**src/rtl/muldiv_pkg.sv**
```systemverilog
// Shared types and constants for the HI/LO multiply/divide unit.
package muldiv_pkg;

  localparam int DATA_W = 32;

  typedef enum logic [1:0] {
    OP_MULT  = 2'b00,
    OP_MULTU = 2'b01,
    OP_DIV   = 2'b10,
    OP_DIVU  = 2'b11
  } op_e;

  typedef enum logic [1:0] {
    IDLE,
    CALC,
    FIX,
    DONE
  } state_e;

  // Two's-complement negate when neg is set, otherwise pass through.
  function automatic logic [DATA_W-1:0] cond_neg(input logic [DATA_W-1:0] x, input logic neg);
    return neg ? (~x + DATA_W'(1)) : x;
  endfunction

endpackage

```
**src/rtl/hilo_muldiv_if.sv**
```systemverilog
// Request/result bundle between a requester and the HI/LO multiply/divide unit.
interface hilo_muldiv_if;
  import muldiv_pkg::*;

  logic              start;
  logic [1:0]        op;
  logic [DATA_W-1:0] a;
  logic [DATA_W-1:0] b;
  logic              mthi;
  logic              mtlo;
  logic              busy;
  logic              done;
  logic [DATA_W-1:0] hi;
  logic [DATA_W-1:0] lo;

  modport master (output start, op, a, b, mthi, mtlo, input busy, done, hi, lo);
  modport slave  (input start, op, a, b, mthi, mtlo, output busy, done, hi, lo);

endinterface

```
**src/rtl/hilo_muldiv.sv**
```systemverilog
// Iterative 32-bit multiply/divide unit with architectural HI/LO registers.
// Operands are reduced to magnitudes on acceptance, iterated for 32 cycles
// through a single 33-bit adder, then sign-corrected in one FIX cycle.
module hilo_muldiv
  import muldiv_pkg::*;
(
  input  logic         clk,
  input  logic         reset,
  hilo_muldiv_if.slave bus
);

  state_e            state;
  state_e            state_next;
  logic [4:0]        count;
  logic              div_op;
  logic              neg_q;
  logic              neg_r;
  logic              div_zero;
  logic [DATA_W-1:0] acc;
  logic [DATA_W-1:0] mq;
  logic [DATA_W-1:0] b_mag;
  logic [DATA_W-1:0] a_raw;
  logic [DATA_W-1:0] hi_r;
  logic [DATA_W-1:0] lo_r;

  op_e               op_in;
  logic              in_signed;
  logic              in_div;

  logic [DATA_W:0]   add_a;
  logic [DATA_W:0]   add_b;
  logic              add_cin;
  logic [DATA_W+1:0] add_sum;

  logic [2*DATA_W-1:0] product;
  logic [2*DATA_W-1:0] product_fix;
  logic [DATA_W-1:0]   fix_hi;
  logic [DATA_W-1:0]   fix_lo;

  assign op_in     = op_e'(bus.op);
  assign in_signed = (op_in == OP_MULT) || (op_in == OP_DIV);
  assign in_div    = (op_in == OP_DIV)  || (op_in == OP_DIVU);

  assign bus.busy = (state == CALC) || (state == FIX);
  assign bus.done = (state == DONE);
  assign bus.hi   = hi_r;
  assign bus.lo   = lo_r;

  // Shared adder: add the multiplicand for multiply, subtract the divisor
  // (carry out = no borrow) for divide.
  always_comb begin
    add_a   = div_op ? {acc, mq[DATA_W-1]} : {1'b0, acc};
    add_b   = '0;
    add_cin = div_op;
    if (div_op) begin
      add_b = ~{1'b0, b_mag};
    end else if (mq[0]) begin
      add_b = {1'b0, b_mag};
    end
    add_sum = {1'b0, add_a} + {1'b0, add_b} + {{(DATA_W+1){1'b0}}, add_cin};
  end

  // Final sign correction and divide-by-zero override applied in FIX.
  always_comb begin
    fix_hi      = '0;
    fix_lo      = '0;
    product     = {acc, mq};
    product_fix = neg_q ? (~product + (2*DATA_W)'(1)) : product;
    if (!div_op) begin
      {fix_hi, fix_lo} = product_fix;
    end else if (div_zero) begin
      fix_hi = a_raw;
      fix_lo = '1;
    end else begin
      fix_hi = cond_neg(acc, neg_r);
      fix_lo = cond_neg(mq, neg_q);
    end
  end

  // State register.
  always_ff @(posedge clk or posedge reset) begin
    if (reset) state <= IDLE;
    else       state <= state_next;
  end

  // Next-state logic: 32 CALC cycles bracketed by acceptance and one FIX cycle.
  always_comb begin
    state_next = state;
    case (state)
      IDLE:    if (bus.start) state_next = CALC;
      CALC:    if (count == 5'd31) state_next = FIX;
      FIX:     state_next = DONE;
      DONE:    state_next = IDLE;
      default: state_next = IDLE;
    endcase
  end

  // Datapath: operand capture, iteration, result write-back and HI/LO moves.
  always_ff @(posedge clk or posedge reset) begin
    if (reset) begin
      count    <= '0;
      div_op   <= 1'b0;
      neg_q    <= 1'b0;
      neg_r    <= 1'b0;
      div_zero <= 1'b0;
      acc      <= '0;
      mq       <= '0;
      b_mag    <= '0;
      a_raw    <= '0;
      hi_r     <= '0;
      lo_r     <= '0;
    end else begin
      case (state)
        IDLE: begin
          if (bus.start) begin
            count    <= '0;
            div_op   <= in_div;
            neg_q    <= in_signed & (bus.a[DATA_W-1] ^ bus.b[DATA_W-1]);
            neg_r    <= in_signed & bus.a[DATA_W-1];
            div_zero <= (bus.b == '0);
            acc      <= '0;
            mq       <= cond_neg(bus.a, in_signed & bus.a[DATA_W-1]);
            b_mag    <= cond_neg(bus.b, in_signed & bus.b[DATA_W-1]);
            a_raw    <= bus.a;
          end else begin
            if (bus.mthi) hi_r <= bus.a;
            if (bus.mtlo) lo_r <= bus.a;
          end
        end
        CALC: begin
          count <= count + 5'd1;
          if (div_op) begin
            if (add_sum[DATA_W+1]) begin
              acc <= add_sum[DATA_W-1:0];
              mq  <= {mq[DATA_W-2:0], 1'b1};
            end else begin
              acc <= add_a[DATA_W-1:0];
              mq  <= {mq[DATA_W-2:0], 1'b0};
            end
          end else begin
            acc <= add_sum[DATA_W:1];
            mq  <= {add_sum[0], mq[DATA_W-1:1]};
          end
        end
        FIX: begin
          hi_r <= fix_hi;
          lo_r <= fix_lo;
        end
        default: ;
      endcase
    end
  end

endmodule
```
**src/flat_wrapper.sv**
```systemverilog
// flat-port wrapper written by rule: the top's interface ports become plain ports
module hilo_muldiv_flat import muldiv_pkg::*;
  (clk, reset, bus_start, bus_op, bus_a, bus_b, bus_mthi, bus_mtlo, bus_busy, bus_done, bus_hi, bus_lo);
  hilo_muldiv_if bus_i ();
  input  logic clk;
  input  logic reset;
  input wire logic [$bits(bus_i.start)-1:0] bus_start;
  input wire logic [$bits(bus_i.op)-1:0] bus_op;
  input wire logic [$bits(bus_i.a)-1:0] bus_a;
  input wire logic [$bits(bus_i.b)-1:0] bus_b;
  input wire logic [$bits(bus_i.mthi)-1:0] bus_mthi;
  input wire logic [$bits(bus_i.mtlo)-1:0] bus_mtlo;
  output wire logic [$bits(bus_i.busy)-1:0] bus_busy;
  output wire logic [$bits(bus_i.done)-1:0] bus_done;
  output wire logic [$bits(bus_i.hi)-1:0] bus_hi;
  output wire logic [$bits(bus_i.lo)-1:0] bus_lo;
  assign bus_i.start = bus_start;
  assign bus_i.op = bus_op;
  assign bus_i.a = bus_a;
  assign bus_i.b = bus_b;
  assign bus_i.mthi = bus_mthi;
  assign bus_i.mtlo = bus_mtlo;
  assign bus_busy = bus_i.busy;
  assign bus_done = bus_i.done;
  assign bus_hi = bus_i.hi;
  assign bus_lo = bus_i.lo;
  hilo_muldiv u_core (.clk(clk), .reset(reset), .bus(bus_i));
endmodule
```
**config.mk**
```make
export PLATFORM = sky130hd
export DESIGN_NAME = hilo_muldiv_flat
export DESIGN_NICKNAME = d
export VERILOG_FILES = /design/src/rtl/muldiv_pkg.sv /design/src/rtl/hilo_muldiv_if.sv /design/src/rtl/hilo_muldiv.sv /design/src/flat_wrapper.sv
export SDC_FILE = /design/constraint.sdc
export NUM_CORES = 1
export LEC_CHECK = 0
export CORE_AREA = 2 2 220 222
export CTS_CLUSTER_DIAMETER = 40
export DETAILED_ROUTE_END_ITERATION = 7
export DIE_AREA = 0 0 222 224
export PLACE_DENSITY_LB_ADDON = 0.1
export SYNTH_ARGS = -nofsm -noshare
export SYNTH_HDL_FRONTEND = slang
export SYNTH_SLANG_ARGS = --single-unit
```
**constraint.sdc**
```tcl
create_clock -name clk -period 12.7 [get_ports clk]
set_clock_uncertainty 0.15 [all_clocks]
set_input_delay 2.54 -clock clk [delete_from_list [all_inputs] [get_ports clk]]
set_output_delay 2.54 -clock clk [all_outputs]
set_load 0.01 [all_outputs]
```
### Word level (Yosys, flattened, before mapping)

Index checks and enable logic that the tools add are counted.

| operators by class | value |
|---|---|
| add/subtract/negate cells | 8 |
| equality and inequality tests | 11 |
| mux-type cells | 31 |
| bitwise operators | 10 |
| reductions and logical operators | 13 |

Operators by type and width:

| kind | count |
|---|---|
| 2-to-1 mux 32 bit | 18 |
| one-hot mux 32 bit (2 select lines) | 4 |
| adder 32 x 1 -> 32 bit, second input constant | 4 |
| inverter 32 bit | 4 |
| 2-to-1 mux 33 bit | 2 |
| adder 64 x 1 -> 64 bit, second input constant | 1 |
| 2-to-1 mux 64 bit | 1 |
| inverter 64 bit | 1 |
| adder 33 x 33 -> 34 bit | 1 |
| adder 34 x 1 -> 34 bit | 1 |
| inverter 32 -> 33 bit | 1 |
| zero test 32 bit | 1 |
| inequality test 2 bit, second input constant | 5 |
| one-hot mux 5 bit (2 select lines) | 1 |
| equality test 2 bit, second input constant | 4 |
| one-hot mux 2 bit (4 select lines) | 1 |
| AND reduction 2 bit | 3 |
| AND reduction 3 bit | 2 |
| adder 5 x 1 -> 5 bit, second input constant | 1 |
| equality test 5 bit, second input constant | 1 |
| 2-to-1 mux 5 bit | 1 |
| zero test 2 bit | 2 |
| 2-to-1 mux 2 bit | 2 |
| nonzero test 2 bit | 2 |
| 5 further kinds | 9 |

| word-level totals | value |
|---|---|
| flip-flop bits (word level) | 203 |
| bits of input ports | 71 |
| output and inout port bits | 66 |

### Depth between registers and ports, before layout

Gate-level depths: netlist (run 1).

| logic depth | value |
|---|---|
| word-level depth | 7 |
| gate-level depth with buffers | 18 |
| gate-level depth less buffers | 14 |

### Worst setup path after synthesis (run 1)

Ideal clock, no wire load.

| path | value |
|---|---|
| kind | input -> register |
| from | in bus_a[10] |
| to | reg u_core.mq[30] |
| data arrival time | 4.651 ns |
| data required time | 12.419 ns |
| slack | 7.769 ns |
| cell stages on the path | 9 |
| path buffers | 1 |
| cells stage by stage | clkbuf_1 or4_1 nor4_1 nand2_1 or3_1 o31ai_1 o21ai_0 xnor2_1 a21oi_1 |

| on the way | value |
|---|---|
| longest elaborated chain between the ends | 5 |

Ends and longest elaborated chain:

| element | RTL line | RTL |
|---|---|---|
| start: declaration | flat_wrapper.sv:9 | `input wire logic [$bits(bus_i.a)-1:0] bus_a;` |
| inverter 32 bit | muldiv_pkg.sv:22 | `return neg ? (~x + DATA_W'(1)) : x;` |
| adder 32 x 1 -> 32 bit | muldiv_pkg.sv:22 |  |
| 2-to-1 mux 32 bit | muldiv_pkg.sv:22 |  |
| 2-to-1 mux 32 bit | hilo_muldiv.sv:115 | `if (bus.start) begin` |
| one-hot mux 32 bit (2 select lines) | hilo_muldiv.sv:113 | `case (state)` |
| end signal: assignment | hilo_muldiv.sv:122 | `mq <= cond_neg(bus.a, in_signed & bus.a[DATA_W-1]);` |
| end signal: assignment | hilo_muldiv.sv:135 | `mq <= {mq[DATA_W-2:0], 1'b1};` |
| end signal: assignment | hilo_muldiv.sv:138 | `mq <= {mq[DATA_W-2:0], 1'b0};` |
| end: declaration | hilo_muldiv.sv:20 | `logic [DATA_W-1:0] mq;` |

Every way passes these cells. The select of a mux whose other input is x is not followed.
A chain may end at the register's enable or synchronous reset.

### Final worst setup path (run 1)

| path | value |
|---|---|
| from | reg u_core.div_op (netlist: u_core.add_cin) |
| to | reg u_core.acc[22] |

| on the way | value |
|---|---|
| longest elaborated chain between the ends | 6 |

Ends and longest elaborated chain:

| element | RTL line | RTL |
|---|---|---|
| start: declaration | hilo_muldiv.sv:15 | `logic div_op;` |
| start signal: assignment | hilo_muldiv.sv:117 | `div_op <= in_div;` |
| 2-to-1 mux 33 bit, on equally long branches | hilo_muldiv.sv:52, hilo_muldiv.sv:55 |  |
| adder 33 x 33 -> 34 bit | hilo_muldiv.sv:60 | `add_sum = {1'b0, add_a} + {1'b0, add_b} + {{(DATA_W+1){1'b0}}, add_cin};` |
| adder 34 x 1 -> 34 bit | hilo_muldiv.sv:60 |  |
| 2-to-1 mux 32 bit | hilo_muldiv.sv:133 | `if (add_sum[DATA_W+1]) begin` |
| 2-to-1 mux 32 bit (*) | hilo_muldiv.sv:132 | `if (div_op) begin` |
| one-hot mux 32 bit (2 select lines) (*) | hilo_muldiv.sv:113 |  |
| end signal: assignment | hilo_muldiv.sv:134 | `acc <= add_sum[DATA_W-1:0];` |
| end signal: assignment | hilo_muldiv.sv:137 | `acc <= add_a[DATA_W-1:0];` |
| end signal: assignment | hilo_muldiv.sv:141 | `acc <= add_sum[DATA_W:1];` |
| end: declaration | hilo_muldiv.sv:19 | `logic [DATA_W-1:0] acc;` |

Every way passes the cells marked *; elsewhere a longest branch is shown, timed or not.

==> results.py, run 1 <==
metrics = {
    "synthesis": {
        "synth_cells": 1935,
        "yosys_warnings": 0,
        "synth_top_area_cell": "dfrtp_1",
        "yosysMostFrequentCell": "nand2_1",
        "ys_types": 77,
        "synth-edff-count": 0,
        "syn_avg_cell_area_um2": 7.99,
        "async_flop_share": 1.00,
        "synthTopCellsByCount": "nand2_1, o21ai_0, dfrtp_1, clkbuf_1, a21oi_1",
        "synth-seq-cells": 203,
        "synth_top_cell_area_share": 0.329,
        "mappedNetlistArea_um2": 15500,
        "synth_ff_type": "dfrtp_1",
        "synthTopCellsByArea": "dfrtp_1, o21ai_0, nand2_1",
        "syn_nets": 2050,
        "seq_area_frac_synth": 0.329,
    },
    "power_and_ir_drop": {
        "power_density_nw_per_um2": 316,
        "power_switching_uw": 2840,
        "p_leak_uw": 0.00761,
        "switching_share": 0.478,
        "power_frac_clock": 0.207,
        "p_seq_frac": 0.233,
        "share_comb_of_total_power": 0.559,
        "p_int_uw": 3100,
        "ir_drop_mv": 0.142,
    },
    "status": {
        "status": "complete, no violations",
    },
    "floorplan": {
        "die-height_um": 224,
        "pin_count": 137,
        "num_rows": 80,
        "dieWidth_um": 222,
        "core_area_um2": 47300,
        "die_area_um2": 49700,
        "start_util": 0.327,
    },
    "worst_hold_path": {
        "hold_class": "flip-flop to flip-flop",
        "hp-start": "u_core.bus.lo[2]$_DFFE_PP0P_",
    },
    "timing": {
        "finalSetupViolations": 0,
        "hold_viol": 0,
        "rsz0062_at_grt": "false",
        "max_freq_mhz": 179,
        "min_period_over_period": 0.441,
        "max_slew_margin": 0.109,
        "finalSetupTns_ns": 0,
        "worstMarginPinSlew_ns": 1.33,
        "finalCriticalPeriod_ns": 5.60,
        "final.setup.worst_slack_ns": 7.10,
        "maxSlewViolCount": 0,
    },
    "setup_path": {
        "cpMaxStageDelayCell": "a221oi_1",
        "reg2reg_to": "u_core.acc[22]$_DFFE_PP0P_",
        "cp.required_ns": 13.02,
        "reg2reg_depth": 13,
        "path_cells": "inv_1 -> buf_4 -> o21ai_0 -> fa_1 -> fa_1 -> a211oi_1 -> o211ai_1 -> a221oi_1 -> o211ai_1 -> a211oi_1 -> xnor2_1 -> o221ai_1 -> o21ai_0",
        "worstPathArrival_ns": 5.91,
        "crit_end": "u_core.acc[22]$_DFFE_PP0P_",
        "r2r_slack_ns": 7.10,
        "path_class": "flip-flop to flip-flop",
        "cp-end-kind": "flip-flop",
        "cp_max_fo": 37,
        "slowest_delay_ns": 0.78,
        "r2r_start": "u_core.add_cin$_DFFE_PP0P_",
        "start_kind": "flip-flop",
        "critPathLaunch": "u_core.add_cin$_DFFE_PP0P_",
    },
    "grt": {
        "antenna_found_initial": 0,
        "grtUsageTotal": 0.232,
        "grt-ovfl-total": 0,
        "grt_pass1_vias": 14420,
        "grt_pass1_wl_um": 89400,
        "grt_max_degree": 86,
    },
    "drt": {
        "num_vias": 14742,
        "remaining_drc_errors": 0,
        "wl_per_cell_um": 22.2,
        "drt_iter0_drc": 1016,
        "firstDrtPassIters": 5,
        "drt-vias-per-instance": 5.63,
        "drt-total-wl_um": 58200,
        "ant_nets": 0,
    },
    "cts": {
        "post_cts_resized": 0,
        "htree_levels": 2,
        "insertion_delay_ns": 0.59,
        "hold_buffers": 0,
        "cts_buffers": 47,
        "cts.reportedPaths.clkPinSlew_ns": 0.05,
        "clock_path_buffers": 3,
        "clock-root-buffer": "clkbuf_16",
        "post-cts-setup-buffers": 0,
        "cts_tree": "built",
        "clock_sinks": 203,
    },
    "placement": {
        "dp_hpwl_um": 41500,
        "dp_cells": 2534,
        "placed_cell_area_um2": 17200,
        "dp_slack_ns": 6.76,
        "io_buffer_count": 136,
        "routabilityCongestion": 0.882,
    },
    "layout": {
        "final-seq-area_um2": 5080,
        "fillers": 4860,
        "postLayoutCellArea_um2": 18800,
        "flow.area_growth_from_synthesis_pct": 21.4,
        "instances_no_fill": 2620,
        "finalNetCount": 2083,
        "drive_gt1_frac": 0.0983,
        "multi_input_area_um2": 9660,
    },
    "job": {
        "maxCapViolCount": 0,
    },
}
[state kept, by name, indices dropped and copies added (netlist names)]
name	flops
u_core.bus.hi	32
u_core.add_cin	1
u_core.b_mag	32
u_core.acc	32
u_core.bus.lo	32
u_core.a_raw	32
u_core.div_zero	1
u_core.count	5
u_core.neg_r	1
u_core.neg_q	1
u_core.state	2
u_core.mq	32
[power by group through the flow]
stage               clock network [uW]  logic, uW  registers, uW
global placement                     0       3290           1380
finish                            1230       3320           1390
CTS                               1260       3320           1380
detailed placement                   0       3300           1390
global route                      1290       3680           1430
floorplan                            0       2430           1180
[how the worst min path moves through the flow]
| stage | to | slack, ns | depth (start not counted) |
|---|---|---|---|
| 5_1_grt | u_core.bus.lo[2]$_DFFE_PP0P_ | 0.35 | 2 |
| 3_5_place_dp | u_core.bus.lo[7]$_DFFE_PP0P_ | 0.32 | 2 |
| 3_3_place_gp | u_core.bus.lo[13]$_DFFE_PP0P_ | 0.31 | 2 |
| 6_report | u_core.bus.lo[2]$_DFFE_PP0P_ | 0.32 | 2 |
| 4_1_cts | u_core.bus.lo[7]$_DFFE_PP0P_ | 0.33 | 2 |
| 2_1_floorplan | u_core.a_raw[30]$_DFFE_PP0P_ | 0.30 | 2 |
[kinds of logic after synthesis]
group	count (synthesis)	synth area share
AO/OA/AOI/OAI	646	0.255
XOR/XNOR	149	0.0844
adder cells (fa/ha/maj)	44	0.0366
buffers and inverters	200	0.0494
flip-flops	203	0.329
multiplexers	96	0.0668
AND/OR/NAND/NOR	597	0.179
[cells in the final DEF (no fill, tap or decap), types with 6 or more instances in the layout]
master / n
or3_1: 20
nor2_1: 121
or4_1: 18
xnor2_1: 99
and3_1: 24
inv_1: 24
nor4_1: 16
o211ai_1: 17
o221ai_1: 34
o22ai_1: 45
a31oi_1: 12
nand4_1: 9
nor2b_1: 12
nand3_1: 28
o21ai_0: 264
mux2_2: 58
a221oi_1: 6
nor3_1: 24
nand2_1: 268
dfrtp_1: 201
a21oi_1: 121
xor2_1: 50
o41ai_1: 12
a22oi_1: 8
clkinv_4: 8
and2_1: 9
o31ai_1: 31
clkinv_2: 7
nand2b_1: 13
clkbuf_16: 47
mux2i_1: 38
ha_1: 40
clkdlybuf4s50_1: 136
a21o_1: 31
o21ai_1: 10
or2_2: 8
buf_4: 23
[routing by layer]
layer  part of all wire  global-route usage
met2               0.47               0.393
met3              0.046              0.0344
met5                  0                   0
met4              0.030              0.0782
met1               0.45               0.303
[worst max-delay path, delay by kind of cell (launching register included)]
kind            cells  cell delay (ns)
compound gates      8             2.52
fa+ha+maj           2             0.92
buf+inv             2             0.98
flops               1             0.67
xor+xnor            1             0.20
[through the flow]
stage | hold WS [ns] | util | power, uW
after floorplan | 0.300 | - | 3610
after global placement | 0.313 | 0.362 | 4680
after detailed placement | 0.319 | 0.362 | 4690
after CTS | 0.330 | 0.397 | 5960
after global routing | 0.349 | 0.397 | 6410
final | 0.324 | 0.397 | 5940
[cell type report]
class,count,share of cell area
well taps,615,0.0410
clock buffers,54,0.0662
multi-input cells,1532,0.515
diodes,1,0.000133
clock inverters,31,0.0202
flip-flops and latches,203,0.271
inverters,25,0.00540
repair buffers,159,0.0817
Power figures use the tool's default switching activity.
==> run 2: changes to the inputs <==
Clock period 12.7 ns to 4.7 ns, I/O delays scaled along.
==> run 2 against run 1 <==
First-iteration DRC count rose by 16%. Maximum frequency rose by 32%. Sequential power rose to 2.6 times the previous value. Final cell count rose by 1.6%. Non-clock buffer count rose by 42. Flip-flop and latch count did not move. Clock power rose to 2.8 times the previous value. Combinational power rose to 2.8 times the previous value. Setup slack got worse by 6.6 ns. Critical path type unchanged. Highest routed layer unchanged.
==> results.py, run 2 (same netlist as run 1, synthesis figures left out) <==
metrics = {
    "floorplan": {
        "num_rows": 80,
        "die-height_um": 224,
        "pin_count": 137,
        "dieWidth_um": 222,
        "start_util": 0.327,
        "core_area_um2": 47300,
        "die_area_um2": 49700,
    },
    "grt": {
        "gr-max-usage-layer": "met2",
        "antenna_found_initial": 1,
        "grt-ovfl-total": 0,
        "grtUsageTotal": 0.239,
        "grt_max_degree": 141,
        "grt_pass1_vias": 14588,
        "grt_pass1_wl_um": 91100,
        "use_met2": 0.385,
        "grt_use_met3": 0.0373,
        "globalRouteMet1Util": 0.313,
    },
    "timing": {
        "rsz0062_at_grt": "false",
        "finalCriticalPeriod_ns": 4.24,
        "worstMarginPinSlew_ns": 1.20,
        "maxSlewViolCount": 0,
        "min_period_over_period": 0.901,
        "holdWs_ns": 0.323,
        "max_freq_mhz": 236,
        "hold_viol": 0,
        "max_slew_margin": 0.197,
        "finalSetupViolations": 0,
        "finalSetupTns_ns": 0,
    },
    "drt": {
        "num_vias": 14964,
        "wl_per_cell_um": 22.3,
        "drt-total-wl_um": 59400,
        "ant_nets": 0,
        "firstDrtPassIters": 6,
        "remaining_drc_errors": 0,
        "drt-vias-per-instance": 5.62,
        "drt_iter0_drc": 1177,
    },
    "layout": {
        "postLayoutCellArea_um2": 19100,
        "final-seq-area_um2": 5080,
        "layout_commonest_cell": "nand2_1",
        "flow.area_growth_from_synthesis_pct": 23.8,
        "layout_common_cells": "nand2_1, o21ai_0, dfrtp_1, clkdlybuf4s50_1",
        "drive_gt1_frac": 0.118,
        "instances_no_fill": 2662,
        "n_antenna_cell": 0,
        "multi_input_area_um2": 9660,
        "finalNetCount": 2124,
        "fillers": 4862,
    },
    "cts": {
        "post_cts_resized": 0,
        "clock_sinks": 203,
        "clock-root-buffer": "clkbuf_16",
        "cts.reportedPaths.clkPinSlew_ns": 0.05,
        "clock_path_buffers": 3,
        "cts_buffers": 46,
        "htree_levels": 2,
        "insertion_delay_ns": 0.59,
        "post-cts-setup-buffers": 0,
        "cts_tree": "built",
        "hold_buffers": 0,
    },
    "power_and_ir_drop": {
        "power_frac_clock": 0.208,
        "p_int_uw": 8650,
        "share_comb_of_total_power": 0.574,
        "p_leak_uw": 0.00782,
        "power_switching_uw": 7730,
        "finalPower_uw": 16400,
        "ir_drop_mv": 0.338,
        "power_density_nw_per_um2": 856,
        "switching_share": 0.472,
        "p_seq_frac": 0.219,
    },
    "worst_hold_path": {
        "hold_class": "flip-flop to flip-flop",
    },
    "setup_path": {
        "r2r_start": "u_core.add_cin$_DFFE_PP0P_",
        "reg2reg_to": "u_core.acc[30]$_DFFE_PP0P_",
        "path_class": "flip-flop to flip-flop",
        "worstPathArrival_ns": 4.53,
        "reg2reg_depth": 13,
        "cp-end-kind": "flip-flop",
        "r2r_slack_ns": 0.46,
        "cp.required_ns": 5.00,
        "crit_end": "u_core.acc[30]$_DFFE_PP0P_",
        "cp_max_fo": 41,
        "start_kind": "flip-flop",
        "critPathLaunch": "u_core.add_cin$_DFFE_PP0P_",
    },
    "placement": {
        "routabilityCongestion": 0.896,
        "placed_cell_area_um2": 17500,
        "io_buffer_count": 136,
        "dp_cells": 2576,
        "dp_hpwl_um": 43000,
    },
    "job": {
        "maxCapViolCount": 0,
    },
    "status": {
        "status": "complete, no violations",
    },
}
-- run 2: power groups by stage --
stage,clock network (uW),logic [uW],registers [uW]
after global routing,3570,10400,3700
after CTS,3470,9380,3570
after global placement,0,9300,3570
after floorplan,0,6560,3180
after detailed placement,0,9330,3590
final,3400,9400,3580
-- run 2: worst min path at each step --
stage,start,slack (ns),to,cells past startpoint
after floorplan,u_core.a_raw[30]$_DFFE_PP0P_,0.30,u_core.a_raw[30]$_DFFE_PP0P_,2
after global placement,u_core.bus.lo[29]$_DFFE_PP0P_,0.32,u_core.bus.lo[29]$_DFFE_PP0P_,2
after detailed placement,u_core.bus.lo[4]$_DFFE_PP0P_,0.32,u_core.bus.lo[4]$_DFFE_PP0P_,2
after CTS,u_core.bus.lo[4]$_DFFE_PP0P_,0.33,u_core.bus.lo[4]$_DFFE_PP0P_,2
after global routing,u_core.bus.lo[6]$_DFFE_PP0P_,0.35,u_core.bus.lo[6]$_DFFE_PP0P_,2
final,u_core.bus.lo[4]$_DFFE_PP0P_,0.32,u_core.bus.lo[4]$_DFFE_PP0P_,2
-- run 2: routing by layer --
layer / wire, um / vias to the layer above
li1: - / 7149
met1: 26300 / 7180
met2: 26900 / 511
met3: 3210 / 124
met4: 3000 / 0
met5: 0 / -
-- run 2: area by class of cell --
type                    instances  area share
multi-input cells            1532       0.505
repair buffers                201      0.0986
clock buffers                  53      0.0641
clock inverters                33      0.0214
inverters                      25     0.00510
well taps                     615      0.0402
flip-flops and latches        203       0.266
-- run 2: stage by stage --
stage / setup slack (ns) / util
after CTS: 0.503 / 0.404
after floorplan: 0.174 / -
after global routing: 0.163 / 0.404
after global placement: 0.489 / 0.370
after detailed placement: 0.442 / 0.370
final: 0.464 / 0.404
-- run 2: critical path, cell delays in order (launching register included) --
cell and delay, ns:
dfrtp_4 0.50, inv_1 0.11, buf_12 0.21, o21ai_0 0.19
fa_1 0.48, fa_1 0.44, a211oi_1 0.36, o211ai_1 0.22
a22oi_1 0.26, o311ai_0 0.31, a31o_2 0.38, mux2i_1 0.14
o32ai_1 0.25, o21ai_0 0.11
==> run 3: changes to the inputs <==
Clock period 4.7 ns to 3.7 ns, I/O delays scaled along.
==> run 3 against run 2 <==
First-iteration DRC count down 3.5%. Combinational power up 44%. Utilization up 3.1 points. Maximum frequency up 16%. Critical path depth unchanged. Hold slack worse by 0.00070 ns. Non-clock buffer count up 148. Clock power up 34%. Clock-buffer cell count up 7. Register-to-register slack worse by 0.43 ns.
==> results.py, run 3 (same netlist as run 1, synthesis figures left out) <==
metrics = {
    "status": {
        "status": "complete, no violations",
    },
    "drt": {
        "ant_nets": 0,
        "drt-vias-per-instance": 5.53,
        "num_vias": 15553,
        "route.met3.wl_um": 3200,
        "drt_iter0_drc": 1136,
        "maxUsedRoutingLayer": "met4",
        "dr_wl_met2_um": 27800,
        "wl_per_cell_um": 21.5,
        "met1_length_um": 27400,
        "firstDrtPassIters": 5,
        "remaining_drc_errors": 0,
        "drt-total-wl_um": 60600,
    },
    "layout": {
        "flow.area_growth_from_synthesis_pct": 33.2,
        "finalNetCount": 2274,
        "n_antenna_cell": 0,
        "layout_commonest_cell": "nand2_1",
        "postLayoutCellArea_um2": 20600,
        "layout_common_cells": "nand2_1, o21ai_0, dfrtp_1, buf_4, clkdlybuf4s50_1",
        "drive_gt1_frac": 0.187,
    },
    "cts": {
        "clock_sinks": 203,
        "htree_levels": 2,
        "cts_tree": "built",
        "hold_buffers": 0,
        "cts.reportedPaths.clkPinSlew_ns": 0.05,
        "clock-root-buffer": "clkbuf_16",
        "cts_buffers": 48,
        "insertion_delay_ns": 0.59,
        "clock_path_buffers": 3,
    },
    "power_and_ir_drop": {
        "power_density_nw_per_um2": 1090,
        "p_leak_uw": 0.00866,
        "ir_drop_mv": 0.567,
    },
    "floorplan": {
        "core_area_um2": 47300,
        "start_util": 0.327,
        "num_rows": 80,
        "dieWidth_um": 222,
        "pin_count": 137,
        "die_area_um2": 49700,
        "die-height_um": 224,
    },
    "placement": {
        "dp_hpwl_um": 45600,
        "dp_slack_ns": -0.0553,
        "routabilityCongestion": 0.915,
        "io_buffer_count": 136,
        "placed_cell_area_um2": 18700,
    },
    "grt": {
        "antenna_found_initial": 0,
        "grt-ovfl-total": 0,
        "grt_max_degree": 63,
        "grt_pass1_vias": 15130,
        "grt_pass1_wl_um": 93100,
        "grtUsageTotal": 0.242,
    },
    "setup_path": {
        "worstPathArrival_ns": 4.01,
        "reg2reg_to": "u_core.acc[26]$_DFFE_PP0P_",
        "start_kind": "flip-flop",
        "path_class": "flip-flop to flip-flop",
        "cp.required_ns": 4.05,
        "cp-end-kind": "flip-flop",
        "cp_max_fo": 34,
        "r2r_slack_ns": 0.03,
        "reg2reg_depth": 13,
        "cpMaxStageDelayCell": "dfrtp_4",
        "slowest_delay_ns": 0.53,
        "path_cells": "buf_8 -> mux2_2 -> ha_1 -> and2_1 -> a221oi_1 -> buf_4 -> a21o_1 -> buf_4 -> and3_1 -> o221ai_1 -> xor2_1 -> o221ai_1 -> o21ai_0",
        "r2r_start": "u_core.add_cin$_DFFE_PP0P_",
    },
    "timing": {
        "finalSetupViolations": 0,
        "finalSetupTns_ns": 0,
        "hold_viol": 0,
        "final.setup.worst_slack_ns": 0.0338,
        "worstMarginPinSlew_ns": 0.973,
        "max_slew_margin": 0.352,
        "min_period_over_period": 0.991,
        "maxSlewViolCount": 0,
        "holdWs_ns": 0.322,
        "max_freq_mhz": 273,
        "finalCriticalPeriod_ns": 3.67,
        "rsz0062_at_grt": "true",
    },
    "worst_hold_path": {
        "hold_class": "flip-flop to flip-flop",
        "min_path_cells": 2,
        "hp-start": "u_core.bus.lo[9]$_DFFE_PP0P_",
        "hold_end": "u_core.bus.lo[9]$_DFFE_PP0P_",
    },
    "job": {
        "maxCapViolCount": 0,
    },
}
run 3: cell count changes in the layout (fill, tap and decap cells not counted), sizes merged:
cell / previous run / this run
buf: 65 / 213
clkbuf: 53 / 60
inv: 30 / 25
bufinv: 6 / 7
clkinv: 13 / 14
run 3: layout make-up:
| class | count | area, um^2 |
|---|---|---|
| fill | 4851 | 26800 |
| clock inverter | 30 | 397 |
| multi-input combinational | 1532 | 9780 |
| inverter | 25 | 100 |
| sequential | 203 | 5080 |
| tap | 615 | 769 |
| clock buffer | 60 | 1340 |
| timing repair buffer | 349 | 3130 |
run 3: worst max-delay path: cells and delay by family (launching register included):
family | cells | cell delay, ns
adder cells (fa/ha/maj) | 1 | 0.31
XOR/XNOR | 1 | 0.23
flip-flops | 1 | 0.53
AND/OR/NAND/NOR | 2 | 0.43
AO/OA/AOI/OAI | 5 | 0.97
buffers and inverters | 3 | 0.58
multiplexers | 1 | 0.41
run 3: repair_timing:
action | CTS | global route
endpoints found under the hold margin | 0 | 0
gates cloned | 0 | 0
resized for setup | 3 | 31
pin swaps | 1 | 18
setup buffers | 0 | 7
setup endpoints to repair | 6 | 33
run 3: worst max-delay path by stage:
stage	start	endpoint	slack (ns)	cells after the start
floorplan	u_core.add_cin$_DFFE_PP0P_	u_core.acc[24]$_DFFE_PP0P_	-0.07	16
global placement	u_core.add_cin$_DFFE_PP0P_	u_core.acc[30]$_DFFE_PP0P_	-0.04	14
detailed placement	u_core.add_cin$_DFFE_PP0P_	u_core.acc[27]$_DFFE_PP0P_	-0.06	11
CTS	u_core.add_cin$_DFFE_PP0P_	u_core.acc[30]$_DFFE_PP0P_	-0.004	11
global route	u_core.add_cin$_DFFE_PP0P_	u_core.acc[22]$_DFFE_PP0P_	-0.14	15
finish	u_core.add_cin$_DFFE_PP0P_	u_core.acc[26]$_DFFE_PP0P_	0.03	13
run 3: stage by stage:
step / std cells / power (uW) / utilization
2_1_floorplan: 1935 / 12500 / -
3_3_place_gp: 2718 / 17500 / 0.395
3_5_place_dp: 2718 / 17600 / 0.395
4_1_cts: 2808 / 22300 / 0.432
5_1_grt: 2814 / 24200 / 0.435
6_report: 2814 / 22400 / 0.435
run 3: metal layers:
layer | vias up | track usage
met2 | 516 | 0.393
met3 | 105 | 0.0370
met5 | - | 0
li1 | 7447 | -
met4 | 0 | 0.0929
met1 | 7485 | 0.325
run 3: power breakdown:
group | internal [uW] | leakage, uW | total [uW] | switching [uW]
clock | 3050 | 0.000829 | 4550 | 1500
sequential | 3320 | 0.00249 | 4360 | 1040
combinational | 6000 | 0.00534 | 13500 | 7520
total | 12400 | 0.00866 | 22400 | 10100
